## config.mk

```make
export PLATFORM = sky130hd
export DESIGN_NAME = larpix_rx_packet_sorter
export DESIGN_NICKNAME = d
export VERILOG_FILES = /design/src/rtl/larpix_rx_packet_sorter.sv
export SDC_FILE = /design/constraint.sdc
export NUM_CORES = 1
export LEC_CHECK = 0
export BUFFER_PORTS_ARGS = -buffer_cell sky130_fd_sc_hd__buf_2
export CAP_MARGIN = 5
export CORE_MARGIN = 2
export CORE_UTILIZATION = 60
export DETAILED_ROUTE_END_ITERATION = 8
export PLACE_DENSITY = 0.85
export SLEW_MARGIN = 30
export SYNTH_ARGS = -nofsm -noshare
export SYNTH_HDL_FRONTEND = slang
export SYNTH_SLANG_ARGS = --single-unit
```

## constraint.sdc

```tcl
create_clock -name clk -period 21.6 [get_ports clk]
set_input_delay 4.32 -clock clk [delete_from_list [all_inputs] [get_ports clk]]
set_output_delay 4.32 -clock clk [all_outputs]
set_load 0.1 [all_outputs]
```

## src/rtl/larpix_rx_packet_sorter.sv

```systemverilog
// ---------------------------------------------------------------------------
// larpix_rx_packet_sorter
//
// Sits directly behind uart_rx_fpga on the receive FPGA. Pulls each 64-bit
// LArPix packet out of the UART using the unload handshake, checks its odd
// parity, classifies it by the declare bits, optionally filters it by chip
// ID, and queues accepted packets in a first-word-fall-through FIFO for the
// readout logic. Per-type saturating tallies are kept alongside.
//
// Ports
//   clk, reset        system clock, synchronous active-high reset
//   rx_data           word presented by uart_rx_fpga
//   rx_empty          uart_rx_fpga empty flag (low = word waiting)
//   uld_rx_data       one-cycle unload strobe back to uart_rx_fpga
//   filter_en         enable chip-ID filtering
//   chip_id_filter    chip ID to keep; GLOBAL_ID keeps every chip
//   cnt_clear         synchronous clear of every tally
//   out_data          head-of-FIFO packet (0 while the FIFO is empty)
//   out_parity_err    head packet failed parity
//   out_valid         FIFO holds at least one packet
//   out_ready         consumer pop, taken when out_valid & out_ready
//   fifo_level        current FIFO occupancy
//   cnt_*             saturating per-type tallies
// ---------------------------------------------------------------------------
module larpix_rx_packet_sorter #(
  parameter int WIDTH      = 64,
  parameter int FIFO_DEPTH = 16,
  parameter int CNT_WIDTH  = 16,
  parameter int GLOBAL_ID  = 255
) (
  input  logic                          clk,
  input  logic                          reset,
  input  logic [WIDTH-1:0]              rx_data,
  input  logic                          rx_empty,
  output logic                          uld_rx_data,
  input  logic                          filter_en,
  input  logic [7:0]                    chip_id_filter,
  input  logic                          cnt_clear,
  output logic [WIDTH-1:0]              out_data,
  output logic                          out_parity_err,
  output logic                          out_valid,
  input  logic                          out_ready,
  output logic [$clog2(FIFO_DEPTH):0]   fifo_level,
  output logic [CNT_WIDTH-1:0]          cnt_data,
  output logic [CNT_WIDTH-1:0]          cnt_cfg_wr,
  output logic [CNT_WIDTH-1:0]          cnt_cfg_rd,
  output logic [CNT_WIDTH-1:0]          cnt_bad_decl,
  output logic [CNT_WIDTH-1:0]          cnt_parity_err,
  output logic [CNT_WIDTH-1:0]          cnt_filtered
);

  localparam int PTR_W = $clog2(FIFO_DEPTH);
  localparam int LVL_W = PTR_W + 1;

  typedef enum logic [1:0] {
    IDLE,
    UNLOAD,
    CAPTURE,
    CLASSIFY
  } state_t;

  state_t            state;
  state_t            state_next;
  logic              armed;
  logic              start_unload;
  logic [WIDTH-1:0]  pkt;

  logic              par_err;
  logic [1:0]        declare;
  logic [7:0]        chip_id;
  logic              bad_decl;
  logic              filter_hit;
  logic              in_classify;
  logic              push;
  logic              pop;

  logic              inc_data;
  logic              inc_cfg_wr;
  logic              inc_cfg_rd;
  logic              inc_bad_decl;
  logic              inc_parity_err;
  logic              inc_filtered;

  logic [WIDTH:0]    mem [FIFO_DEPTH];
  logic [PTR_W-1:0]  wr_ptr;
  logic [PTR_W-1:0]  rd_ptr;
  logic [LVL_W-1:0]  level;
  logic [WIDTH:0]    head;

  // ------------------------------------------------------------------------
  // FSM state register.
  // ------------------------------------------------------------------------
  always_ff @(posedge clk) begin
    if (reset) begin
      state <= IDLE;
    end else begin
      state <= state_next;
    end
  end

  // ------------------------------------------------------------------------
  // Next-state logic. Leaving IDLE needs a word waiting, the arm flag, and a
  // free FIFO slot; checking the level here reserves the slot for this
  // packet, so the push in CLASSIFY can never overflow. The remaining states
  // simply walk forward one cycle each.
  // ------------------------------------------------------------------------
  always_comb begin
    state_next   = state;
    start_unload = 1'b0;
    case (state)
      IDLE: begin
        if (!rx_empty && armed && (level < LVL_W'(FIFO_DEPTH))) begin
          state_next   = UNLOAD;
          start_unload = 1'b1;
        end
      end
      UNLOAD:   state_next = CAPTURE;
      CAPTURE:  state_next = CLASSIFY;
      CLASSIFY: state_next = IDLE;
      default:  state_next = IDLE;
    endcase
  end

  // ------------------------------------------------------------------------
  // Unload strobe is registered so it is high for exactly the UNLOAD cycle
  // and glitch-free toward the UART.
  // ------------------------------------------------------------------------
  always_ff @(posedge clk) begin
    if (reset) begin
      uld_rx_data <= 1'b0;
    end else begin
      uld_rx_data <= start_unload;
    end
  end

  // ------------------------------------------------------------------------
  // Arm flag: the UART needs a cycle or so to raise its empty flag after an
  // unload. Requiring the flag to be seen high before the next unload stops
  // the same word from being pulled twice.
  // ------------------------------------------------------------------------
  always_ff @(posedge clk) begin
    if (reset) begin
      armed <= 1'b1;
    end else if (rx_empty) begin
      armed <= 1'b1;
    end else if (start_unload) begin
      armed <= 1'b0;
    end
  end

  // ------------------------------------------------------------------------
  // Packet capture register, loaded in CAPTURE while the UART still holds
  // the unloaded word on rx_data.
  // ------------------------------------------------------------------------
  always_ff @(posedge clk) begin
    if (reset) begin
      pkt <= '0;
    end else if (state == CAPTURE) begin
      pkt <= rx_data;
    end
  end

  // ------------------------------------------------------------------------
  // Classification of the captured packet. Parity is odd over the whole
  // word, so the top bit must be the inverted XOR of the rest. A bad-parity
  // packet still goes through the declare and filter checks; a declare of 0
  // is never pushed; filtered packets are dropped but counted.
  // ------------------------------------------------------------------------
  always_comb begin
    par_err     = (pkt[WIDTH-1] != ~^pkt[WIDTH-2:0]);
    declare     = pkt[1:0];
    chip_id     = pkt[9:2];
    in_classify = (state == CLASSIFY);
    bad_decl    = (declare == 2'b00);
    filter_hit  = filter_en &&
                  (chip_id_filter != 8'(GLOBAL_ID)) &&
                  (chip_id != chip_id_filter);
    push        = in_classify && !bad_decl && !filter_hit;

    inc_parity_err = in_classify && par_err;
    inc_bad_decl   = in_classify && bad_decl;
    inc_filtered   = in_classify && !bad_decl && filter_hit;
    inc_data       = push && (declare == 2'b01);
    inc_cfg_wr     = push && (declare == 2'b10);
    inc_cfg_rd     = push && (declare == 2'b11);
  end

  // ------------------------------------------------------------------------
  // FIFO storage. Each entry carries the parity-error flag above the packet.
  // No reset is needed on the array: the output is masked while empty.
  // ------------------------------------------------------------------------
  always_ff @(posedge clk) begin
    if (push) begin
      mem[wr_ptr] <= {par_err, pkt};
    end
  end

  // ------------------------------------------------------------------------
  // FIFO pointers and occupancy. Depth is a power of two so the pointers
  // wrap naturally. Simultaneous push and pop leave the level unchanged; a
  // pop while empty is ignored because pop is gated by a non-zero level.
  // ------------------------------------------------------------------------
  assign pop = (level != '0) && out_ready;

  always_ff @(posedge clk) begin
    if (reset) begin
      wr_ptr <= '0;
      rd_ptr <= '0;
      level  <= '0;
    end else begin
      if (push) begin
        wr_ptr <= wr_ptr + PTR_W'(1);
      end
      if (pop) begin
        rd_ptr <= rd_ptr + PTR_W'(1);
      end
      case ({push, pop})
        2'b10:   level <= level + LVL_W'(1);
        2'b01:   level <= level - LVL_W'(1);
        default: level <= level;
      endcase
    end
  end

  // ------------------------------------------------------------------------
  // First-word-fall-through head. Outputs read as zero while empty so that
  // everything is 0 straight out of reset.
  // ------------------------------------------------------------------------
  always_comb begin
    head           = mem[rd_ptr];
    out_valid      = (level != '0);
    out_data       = out_valid ? head[WIDTH-1:0] : '0;
    out_parity_err = out_valid & head[WIDTH];
    fifo_level     = level;
  end

  // Increment that sticks at all-ones instead of wrapping.
  function automatic logic [CNT_WIDTH-1:0] sat_inc(input logic [CNT_WIDTH-1:0] v);
    return (&v) ? v : v + CNT_WIDTH'(1);
  endfunction

  // ------------------------------------------------------------------------
  // Tallies. A clear takes priority over any increment in the same cycle.
  // ------------------------------------------------------------------------
  always_ff @(posedge clk) begin
    if (reset || cnt_clear) begin
      cnt_data       <= '0;
      cnt_cfg_wr     <= '0;
      cnt_cfg_rd     <= '0;
      cnt_bad_decl   <= '0;
      cnt_parity_err <= '0;
      cnt_filtered   <= '0;
    end else begin
      if (inc_data) begin
        cnt_data <= sat_inc(cnt_data);
      end
      if (inc_cfg_wr) begin
        cnt_cfg_wr <= sat_inc(cnt_cfg_wr);
      end
      if (inc_cfg_rd) begin
        cnt_cfg_rd <= sat_inc(cnt_cfg_rd);
      end
      if (inc_bad_decl) begin
        cnt_bad_decl <= sat_inc(cnt_bad_decl);
      end
      if (inc_parity_err) begin
        cnt_parity_err <= sat_inc(cnt_parity_err);
      end
      if (inc_filtered) begin
        cnt_filtered <= sat_inc(cnt_filtered);
      end
    end
  end

endmodule

```

Word level (Yosys, flattened, before mapping)
Memories as Yosys holds them, arrays and structs flattened. A register that Yosys moved wholly into a read port is not among the register bits.
Index checks and enable logic that the tools add are counted.
- $add $sub $neg: 10
- $lt $le $gt $ge: 1
- bitwise gates (word level): 7
- eq/ne operators: 12
- mux-type cells: 10
- reductions and logical operators: 35
- operators by type and width (operator ; count):
    16-bit by 1-bit adder with 16-bit output, second input constant ; 6
    16-bit AND reduction ; 6
    64-bit 2-to-1 mux ; 1
    63-bit XNOR reduction ; 1
    1-bit logical AND ; 13
    2-bit AND reduction ; 6
    2-bit equality test, second input constant ; 5
    5-bit case mux with 2 select lines ; 1
    4-bit by 1-bit adder with 4-bit output, second input constant ; 2
    4-bit 2-to-1 mux ; 2
    8-bit inequality test ; 1
    8-bit inequality test, second input constant ; 1
    2-bit case mux with 4 select lines ; 1
    2-bit by 1-bit equality test with 1-bit output, second input constant ; 3
    1-bit NOT ; 6
    5-bit by 1-bit adder with 5-bit output, second input constant ; 1
    5-bit less-than comparator, second input constant ; 1
    5-bit nonzero test ; 1
    5-bit by 1-bit subtractor with 5-bit output, second input constant ; 1
    2-bit zero test ; 2
    1-bit 2-to-1 mux ; 4
    1-bit zero test ; 3
    2-bit 2-to-1 mux ; 1
    2-bit inequality test, second input constant ; 1
    other kinds (5) ; 5
- word-level logic and storage cells: 89
- memories: 1
- input port bits: 78
- bits in registers: 177
- RAM bits: 1040
- output and inout bits: 168
- memory list (name ; words ; width ; rd ports ; clocked after memory_dff ; write ports ; RTL line ; source):
    mem ; 16 ; 65 ; 1 ; 1 ; 1 ; 84 ; logic [WIDTH:0] mem [FIFO_DEPTH];

Logic depth before layout (Yosys ltp)
- depth in word-level cells: 7
- mapped depth: 15
- gate-level depth less buffers: 14

Worst setup path before layout
OpenSTA, ideal clock, no wires.
- kind: input to register
- start point: input chip_id_filter[3]
- end point: memory mem[3][0] (netlist name) (enable)
- buffers on the path: 0
- required time: 21.032 ns
- library setup time: 0.568 ns
- setup slack: 11.085 ns
- data arrival time: 9.947 ns
- cell stages on the path: 6
- cells stage by stage: xor2_1 > nor4_1 > a21oi_1 > nor2_1 > nand2_1 > nor3_1
- word-level cells in the longest chain between the ends: 7
- elaborated cells on any way between the ends: 8
- classes of those cells: eq/ne (2); mux (2); reduce/logical (4)
- RTL lines (element ; RTL line ; source):
    from (decl) ; 37 ; input logic [7:0] chip_id_filter,
    8-bit inequality test ; 176 ; (chip_id_filter != 8'(GLOBAL_ID)) &&
    1-bit logical AND ; 175 ; filter_hit = filter_en &&
    1-bit logical AND * ; 176 ;
    1-bit zero test * ; 178 ; push = in_classify && !bad_decl && !filter_hit;
    1-bit logical AND * ; 178 ;
    1-bit 2-to-1 mux * ; 193 ; if (push) begin
    1-bit 2-to-1 mux (implied by the code) * ; 194 ; mem[wr_ptr] <= {par_err, pkt};
    to (decl) ; 84 ;
Every way passes the cells marked *; elsewhere a longest branch is shown, timed or not.

==> results.sh <==
export IMPL_die_w_um=286
export IMPL_cts_hold_buffers_added=0
export IMPL_hold_depth=1
export IMPL_r2r_cells=8
export IMPL_ant_nets=0
export IMPL_ys_warnings_count=0
export IMPL_worstHoldEndpoint="uld_rx_data"
export IMPL_drc=0
export IMPL_tns_ns=0
export IMPL_clk_latency_ns=0.72
export IMPL_drtIter0Drc=3959
export IMPL_hp_class="flop to flop"
export IMPL_drv_slew=0
export IMPL_cts_tree="yes"
export IMPL_synthArstFlopShare_pct=0
export IMPL_place_inst=3677
export IMPL_syn_inst=2455
export IMPL_power_frac_clock_pct=36.0
export IMPL_yosys_top_cells_area="edfxtp_1, mux4_2, dfxtp_1"
export IMPL_vias=26200
export IMPL_boundaryPins=246
export IMPL_post_cts_setup_buffers=0
export IMPL_rsz0062_at_grt="false"
export IMPL_max_freq_mhz=106
export IMPL_critPathArrivalTime_ns=5.08
export IMPL_rows=103
export IMPL_synth_top_cell_area_share_pct=65.5
export IMPL_finalNonFillerCells=3900
export IMPL_fill_cells=4453
export IMPL_die_h_um=286
export IMPL_drive_above_1_share_pct=28.8
export IMPL_cp_required_ns=17.28
export IMPL_ff2ff_setup_slack_ns=16.68
export IMPL_clock_skew_ns=0.0449
export IMPL_gp_congestion=0.863
export IMPL_grt_usage_pct=31.1
export IMPL_crit_fanout=65
export IMPL_grt_pass1_wl_um=184000
export IMPL_critical_path_endpoint_type="output pin"
export IMPL_multi_input_area_sq_um=12500
export IMPL_cp_start_kind="flop"
export IMPL_clk_path_buf_depth=3
export IMPL_initial_core_util_pct=60.5
export IMPL_clk_pin_slew_ns=0.06
export IMPL_ys_types=40
export IMPL_p_int_mw=4.18
export IMPL_power_frac_comb_pct=13.0
export IMPL_seq_area_frac_synth_pct=73.1
export IMPL_worstReg2RegEnd="mem[15][9]"
export IMPL_viasPerCell=6.72
export IMPL_ir_worst_vdd_v=0.000281
export IMPL_status="complete, no violations"
export IMPL_antenna_found_initial=7
export IMPL_ctsResizeCount=0
export IMPL_synth_seq_cells=1221
export IMPL_maxCapViolCount=0
export IMPL_tightest_slew_ns=1.02
export IMPL_swShare_pct=27.6
export IMPL_avgSynthCellArea_sq_um=19.4
export IMPL_grt_pass1_vias=27100
export IMPL_slew_headroom_pct=32.0
export IMPL_fin_crit_sh_pct=43.5
export IMPL_sequentialPowerShare_pct=51.0
export IMPL_syn_cell_area_sq_um=47700
export IMPL_synth_edf_count=1040
export IMPL_synthesis_nets=2556
export IMPL_critPathKind="flop to output pin"
export IMPL_cellLeakagePower_nw=18.0
export IMPL_wl_per_cell_um=32.0
export IMPL_cts_made_buffers=116
export IMPL_period_needed_ns=9.40
export IMPL_setup_violations=0
export IMPL_grt_max_degree=80
export IMPL_fp_dieArea_sq_um=81800
export IMPL_syn_to_final_growth_pct=13.9
export IMPL_h_tree_depth=3
export IMPL_overflow=0
export IMPL_synth_top_area_cell="edfxtp_1"
export IMPL_cts_sinks=1221
export IMPL_synthFlopType="edfxtp_1"
export IMPL_first_pass_iters=5
export IMPL_nNetsFinal=2847
export IMPL_hold_start="armed"
export IMPL_coreArea_sq_um=78900
export IMPL_dp_hpwl_um=61900
export IMPL_switchingPower_mw=1.59
export IMPL_finalHoldViolations=0
export IMPL_seqCellArea_sq_um=34900
export IMPL_timing_rr_start="pkt[2]"
export IMPL_root_buffer="clkbuf_16"
export IMPL_portBuffers=245
export IMPL_powerDensity_nw_per_um2=106
export IMPL_wirelength_um=125000
==> state kept, by name (all words and copies together), names as in the netlist, 16 cells and up, named ones only <==
name,flops
cnt_filtered,16
cnt_cfg_rd,16
mem,1040
cnt_parity_err,16
cnt_cfg_wr,16
cnt_data,16
cnt_bad_decl,16
pkt,64
==> power by group through the flow <==
stage / combinational, mW / sequential [mW] / clock (mW)
after global placement: 0.651 / 2.97 / 0
after CTS: 0.728 / 2.94 / 2.09
after global routing: 0.804 / 2.95 / 2.17
after detailed placement: 0.698 / 2.98 / 0
after floorplan: 0.540 / 2.93 / 0
final: 0.750 / 2.94 / 2.08
==> metrics by stage <==
stage / util [%] / setup WS (ns) / power (mW) / hold slack (ns) / instance area, sq um
after floorplan: - / 11.09 / 3.47 / 0.453 / 47700
after global placement: 63.7 / 13.02 / 3.62 / 0.473 / 50200
after detailed placement: 64.0 / 13.01 / 3.68 / 0.493 / 50500
after CTS: 68.9 / 12.14 / 5.76 / 0.505 / 54300
after global routing: 68.9 / 12.17 / 5.93 / 0.524 / 54300
final: 68.9 / 12.20 / 5.77 / 0.506 / 54400
==> worst max-delay path, cell delays in order (launching register included) <==
cell and delay [ns]:
dfxtp_4 0.98, buf_4 0.84, buf_4 0.88, mux4_2 0.47, mux4_2 0.49, and2_1 0.24, buf_2 0.32
==> cell type report <==
cell class,instances,area share [%]
timing repair buffer,293,3.31
tap,1050,2.42
multi-input combinational,1101,22.9
antenna,2,0.00921
clock inverter,60,1.15
sequential,1221,64.2
clock buffer,160,5.93
inverter,13,0.0898
==> worst max path at each step <==
stage | to | slack [ns] | cells past startpoint
final | out_data[63] | 12.20 | 6
after floorplan | mem[3][0] | 11.09 | 6
after detailed placement | out_data[52] | 13.01 | 6
after CTS | out_data[37] | 12.14 | 6
after global placement | out_data[62] | 13.02 | 6
after global routing | out_data[1] | 12.17 | 6
==> layout by cell type (no fill, tap or decap), types with 20 or more instances in the layout <==
cell type / n
clkinv_2: 20
xor2_1: 74
buf_2: 244
nand2_1: 54
buf_4: 28
mux4_2: 325
mux2i_1: 72
nor2_1: 166
xnor2_1: 57
clkbuf_16: 118
ha_1: 22
a21oi_1: 37
dfxtp_1: 177
nand4_1: 34
nand3_1: 43
edfxtp_1: 1040
clkbuf_1: 31
and2_1: 69
==> per-layer routing <==
metal	GRT usage (%)	vias up	wire length [um]	part of all wire, %
met5	0	-	78	0.062
met4	13.0	12	5080	4.1
met2	50.9	2044	62200	50
li1	-	10400	-	-
met1	40.3	13400	42900	34
met3	7.76	345	14700	12
==> kinds of logic (layout without fill, tap and decap cells) <==
family / Yosys count / after routing / synth area share, %
flops: 1221 / 1221 / 73.1
simple gates: 464 / 464 / 4.80
mux: 397 / 397 / 16.9
xor+xnor: 136 / 136 / 2.64
buf+inv: 133 / 526 / 1.06
compound gates: 81 / 81 / 0.978
fa+ha+maj: 23 / 23 / 0.603
other cells: 0 / 2 / 0
==> synth_stat cells, types with 16 or more instances <==
cell type,count
nor2_1,178
ha_1,23
xnor2_1,57
buf_1,29
and2_1,69
xor2_1,74
dfxtp_1,181
nand4_1,34
mux2i_1,72
nand3_1,43
mux4_2,325
a21oi_1,37
edfxtp_1,1040
nand2_1,55
o21ai_0,19
and3_1,17
clkbuf_1,90
or3_1,16
No activity file was read; power rests on OpenSTA's default activity.
